### config.mk
export PLATFORM = sky130hd
export DESIGN_NAME = handshake_sync_arbiter
export DESIGN_NICKNAME = d
export VERILOG_FILES = /design/src/rtl/handshake_sync_arbiter.sv
export SDC_FILE = /design/constraint.sdc
export NUM_CORES = 1
export LEC_CHECK = 0
export CAP_MARGIN = 5
export CORE_ASPECT_RATIO = 2
export CORE_MARGIN = 5
export CORE_UTILIZATION = 38
export DETAILED_ROUTE_END_ITERATION = 16
export GPL_TIMING_DRIVEN = 0
export PLACE_DENSITY = 0.92
export SLEW_MARGIN = 10
export SYNTH_ARGS = -nofsm -noshare
export SYNTH_HDL_FRONTEND = slang
export SYNTH_SLANG_ARGS = --single-unit
### constraint.sdc
create_clock -name clk_i -period 1.95 [get_ports clk_i]
set_input_delay 0.39 -clock clk_i [delete_from_list [all_inputs] [get_ports clk_i]]
set_output_delay 0.39 -clock clk_i [all_outputs]
set_load 0.01 [all_outputs]
### src/rtl/handshake_sync_arbiter.sv
`default_nettype none
// ============================================================================
// Module   : handshake_sync_arbiter
// Brief    : Round-robin arbiter that shares one handshake_synchronizer
//            source port among NUM_REQ source-domain requesters. It latches the
//            winner's word, issues a one-cycle valid pulse and follows
//            sync_busy_i through to completion. It returns a one-cycle ack,
//            or a one-cycle err if busy never rises within BUSY_TIMEOUT cycles.
// Config   : HS_ARB_ID_TAG_EN - when defined, sync_data_o carries
//            {grant_id, data} so the destination can demux by requester.
// Revision : 1.0 - initial release
// ============================================================================
module handshake_sync_arbiter #(
  parameter int NUM_REQ      = 4,
  parameter int DATA_WIDTH   = 32,
  parameter int BUSY_TIMEOUT = 16
) (
  input  logic                            clk_i,
  input  logic                            reset_i,
  input  logic [NUM_REQ-1:0]              req_i,
  input  logic [NUM_REQ*DATA_WIDTH-1:0]   req_data_i,
  output logic [NUM_REQ-1:0]              ack_o,
  output logic                            err_o,
  output logic [$clog2(NUM_REQ)-1:0]      grant_id_o,
  input  logic                            sync_busy_i,
  output logic                            sync_valid_o,
`ifdef HS_ARB_ID_TAG_EN
  output logic [DATA_WIDTH+$clog2(NUM_REQ)-1:0] sync_data_o
`else
  output logic [DATA_WIDTH-1:0]           sync_data_o
`endif
);

  localparam int IDW = $clog2(NUM_REQ);
  localparam int TW  = $clog2(BUSY_TIMEOUT);
`ifdef HS_ARB_ID_TAG_EN
  localparam int SYNC_W = DATA_WIDTH + IDW;
`else
  localparam int SYNC_W = DATA_WIDTH;
`endif

  localparam logic [IDW-1:0] c_last_id = IDW'(NUM_REQ - 1);
  // The abort fires on the cycle the timer would step onto BUSY_TIMEOUT-1.
  localparam logic [TW-1:0]  c_timer_last = TW'(BUSY_TIMEOUT - 2);

  typedef enum logic [1:0] {
    ST_IDLE      = 2'd0,
    ST_ISSUE     = 2'd1,
    ST_WAIT_BUSY = 2'd2,
    ST_WAIT_DONE = 2'd3
  } state_t;

  state_t              state_q;
  logic [IDW-1:0]      rr_ptr_q;
  logic [IDW-1:0]      grant_id_q;
  logic [SYNC_W-1:0]   data_q;
  logic [TW-1:0]       timer_q;
  logic [NUM_REQ-1:0]  ack_q;
  logic                err_q;
  logic                valid_q;

  logic                  w_arb_hit;
  logic [IDW-1:0]        w_arb_id;
  logic [IDW-1:0]        w_cand_id;
  logic [DATA_WIDTH-1:0] w_arb_data;
  logic [IDW-1:0]        w_next_ptr;
  int                    w_cand;

  // Round-robin search: first asserted request at or after rr_ptr, wrapping.
  always_comb begin
    w_arb_hit = 1'b0;
    w_arb_id  = '0;
    w_cand    = 0;
    w_cand_id = '0;
    for (int i = 0; i < NUM_REQ; i++) begin
      w_cand = int'(rr_ptr_q) + i;
      if (w_cand >= NUM_REQ) begin
        w_cand = w_cand - NUM_REQ;
      end
      w_cand_id = IDW'(w_cand);
      if (!w_arb_hit && req_i[w_cand_id]) begin
        w_arb_hit = 1'b1;
        w_arb_id  = w_cand_id;
      end
    end
  end

  assign w_arb_data = req_data_i[int'(w_arb_id)*DATA_WIDTH +: DATA_WIDTH];
  assign w_next_ptr = (grant_id_q == c_last_id) ? '0 : grant_id_q + 1'b1;

  // Transfer sequencer: grant, issue pulse, follow busy, then ack or abort.
  always_ff @(posedge clk_i or posedge reset_i) begin
    if (reset_i) begin
      state_q    <= ST_IDLE;
      rr_ptr_q   <= '0;
      grant_id_q <= '0;
      data_q     <= '0;
      timer_q    <= '0;
      ack_q      <= '0;
      err_q      <= 1'b0;
      valid_q    <= 1'b0;
    end else begin
      ack_q   <= '0;
      err_q   <= 1'b0;
      valid_q <= 1'b0;
      case (state_q)
        ST_IDLE: begin
          // A busy synchronizer still owns the previous word; hold off.
          if (w_arb_hit && !sync_busy_i) begin
            grant_id_q <= w_arb_id;
`ifdef HS_ARB_ID_TAG_EN
            data_q     <= {w_arb_id, w_arb_data};
`else
            data_q     <= w_arb_data;
`endif
            valid_q    <= 1'b1;
            state_q    <= ST_ISSUE;
          end
        end
        ST_ISSUE: begin
          timer_q <= '0;
          state_q <= ST_WAIT_BUSY;
        end
        ST_WAIT_BUSY: begin
          if (sync_busy_i) begin
            state_q <= ST_WAIT_DONE;
          end else if (timer_q == c_timer_last) begin
            err_q    <= 1'b1;
            rr_ptr_q <= w_next_ptr;
            state_q  <= ST_IDLE;
          end else begin
            timer_q <= timer_q + 1'b1;
          end
        end
        ST_WAIT_DONE: begin
          if (!sync_busy_i) begin
            ack_q[grant_id_q] <= 1'b1;
            rr_ptr_q          <= w_next_ptr;
            state_q           <= ST_IDLE;
          end
        end
        default: begin
          state_q <= ST_IDLE;
        end
      endcase
    end
  end

  assign ack_o        = ack_q;
  assign err_o        = err_q;
  assign grant_id_o   = grant_id_q;
  assign sync_valid_o = valid_q;
  assign sync_data_o  = data_q;

endmodule
`default_nettype wire
==> impl_metrics.toml <==
[synthesis]
synth_nets = 503
synth-main-ff-cell = "dfrtp_1"
ys_async_sr_fraction_pct = 100
ys_types = 34
synth_cells = 362
synth-seq-area-share_pct = 41.8
synth_edf_count = 0
syn_avg_cell_area_um2 = 7.93
ys_seq_elements = 48
ys.warnings.count = 0
netlist_area_mm2 = 0.00287

[grt]
grt_pass1_wl_um = 17300
grt_max_degree = 38
grt_usage_pct = 23.1
first_global_vias = 3463
overflow = 0
antenna_found_initial = 0

[clocking]
clkLatencyLatePin_ps = 290
cts_buffers = 5
clk_path_buf_depth = 2
clock-root-buffer = "clkbuf_16"
path_clk_slew_ps = 70
postCtsHoldBufs = 0
cts_htree_levels = 2
cts.sinks = 48
cts_tree = "done"

[floorplan]
start_util_pct = 38.3
die_y_um = 133
die-area_mm2 = 0.00950
die_w_um = 71.5
design.core.area_mm2 = 0.00749
num_rows = 45
num_io_pins = 175

[place]
numPortBuffers = 174
routabilityCongestion = 0.922
place_hpwl_um = 8680

[drt]
drtIter0Drc = 188
num_vias = 3452
postRouteWirelength_um = 11400
drt_pre_antenna_iters = 4
wl_per_cell_um = 17.7
drc = 0
ant_nets = 0
viasPerCell = 5.37

[timing]
finalCritPeriodShare_pct = 99.4
tightest_slew_ps = 534
fin_crit_ps = 1940
max_clock_freq_mhz = 516
finalSetupViolCount = 0
setup_tns_ps = 0
rsz0062_at_grt = "yes"
hold_viol_final = 0
relSlewSlack_pct = 64.4
fin_worst_skew_ps = 7.67
drv_slew = 0

[setup_path]
criticalPathCategory = "reg2reg"
slowest_delay_ps = 460
r2r_slack_ps = 10
crit_arrival_ps = 2110
crit_chain = "or3b_4 -> o221a_2 -> buf_6 -> clkbuf_4 -> nand2_1 -> a21oi_1 -> a211o_1"
crit_path_top_delay_cell = "dfrtp_2"
cp_max_fo = 10
start_kind = "register"
endpoint_kind = "register"
required_ps = 2130

[run_status]
status = "completed"

[layout]
antenna-diode-count = 0
syn2layout_area_growth_pct = 74.2
fin_util_pct = 66.8
drive_gt1_share_pct = 9.11
fillers = 616
final_nets = 689

[power]
power_density_mw_per_mm2 = 1110
leakagePower_nw = 2.33
ir_drop_mv = 0.661

[hold_path]
min_path_type = "in2async"

[job]
maxCapViolations = 0
==> cells by family after synthesis <==
group | Yosys count | synth area share [%]
adder cells (fa/ha/maj) | 6 | 2.61
buffers and inverters | 34 | 6.06
AO/OA/AOI/OAI | 119 | 27.0
flip-flops | 48 | 41.8
AND/OR/NAND/NOR | 152 | 21.4
multiplexers | 3 | 1.13
==> worst paths after layout <==
path / startpoint / end / depth (start not counted)
worst max-delay path: rr_ptr_q[1] / sync_data_o[14] / 7
worst min register to register: sync_data_o[18] / sync_data_o[18] / 1
min in group clk_i: sync_data_o[18] / sync_data_o[18] / 1
worst max register to register: rr_ptr_q[1] / sync_data_o[14] / 7
worst min-delay path: reset_i / timer_q[3] / 2
max in group asynchronous: reset_i / rr_ptr_q[1] / 3
==> through the flow <==
stage | setup slack, ps | area, um2 | hold slack, ps | cells | power, mW
finish | 12.0 | 5000 | 353 | 643 | 5.54
floorplan | 225 | 2870 | 461 | 362 | 3.06
detailed placement | -686 | 4750 | 475 | 631 | 4.46
global route | -37.8 | 5000 | 382 | 643 | 5.88
global placement | -667 | 4730 | 469 | 630 | 4.37
CTS | -1.48 | 4960 | 359 | 642 | 5.50
==> what timing repair did <==
item,CTS,global route
endpoints found under the setup margin,34,34
resized for setup,15,15
setup buffers,2,1
pin swaps,3,3
cloned,1,0
==> cell usage after synthesis (all sizes together), types with 2 or more instances <==
master  instances  area [um2]
clkbuf          8        30.0
o22ai           2        12.5
nor3            5        30.0
a21oi          70         350
nor2            2        7.51
mux2            2        22.5
dfrtp          48        1200
o211ai          2        15.0
inv             9        33.8
nand2b          2        12.5
and3            4        25.0
ha              6        75.1
o21ai           6        33.8
buf            17         110
a211o          32         280
nand2         133         499
==> state kept, by name (all words and copies together) (netlist names) <==
signal / count
sync_valid_o: 1
state_q: 2
rr_ptr_q: 2
ack_o: 4
sync_data_o: 32
grant_id_o: 2
err_o: 1
timer_q: 4
==> critical path, delay by kind of cell, from the launching register on <==
family | cells | cell delay [ps]
simple gates | 2 | 540
compound gates | 3 | 480
buf+inv | 2 | 330
flops | 1 | 460
==> layout make-up <==
cell class	count	area, um2	area share (%)
multi-input cells	281	1550	30.9
repair buffers	178	1770	35.4
clock buffers	6	129	2.58
inverters	9	33.8	0.676
clock inverters	2	35.0	0.701
well taps	94	118	2.35
plain buffers	25	168	3.35
flip-flops and latches	48	1200	24.0
==> routing by layer <==
layer	up-vias	wire length, um	global-route usage [%]
met4	0	360	9.10
met5	-	0	0
li1	1629	-	-
met1	1577	4270	26.4
met3	29	1530	8.90
met2	217	5250	38.3
==> report_power, final <==
group          internal [mW]  total (mW)  switching, mW
registers               1.38        1.69          0.308
logic                   1.48        2.87           1.38
clock network          0.604       0.977          0.374
==> placed cells by master, fill, tap and decap left out, types with 2 or more instances in the layout <==
master           Yosys  routed
inv_1                8       7
clkbuf_4             0       2
nor2_1               2       2
mux2_2               2       2
o211ai_1             2       2
clkbuf_1             8       6
a21oi_1             70      69
o221ai_2             1       2
o22ai_1              2       2
inv_2                1       2
dfrtp_1             48      47
buf_4                0       3
buf_6                4       7
clkdlybuf4s50_1      0     169
nand2_1            133     133
dlygate4sd2_1        0       3
and3_1               4       4
o21ai_0              5       5
a211o_1             32      32
clkbuf_16            0       5
clkbuf_2             0       5
nand2b_1             2       2
ha_1                 6       6
buf_2               13       8
nor3_1               4       4
(Power assumes the default switching activity.)
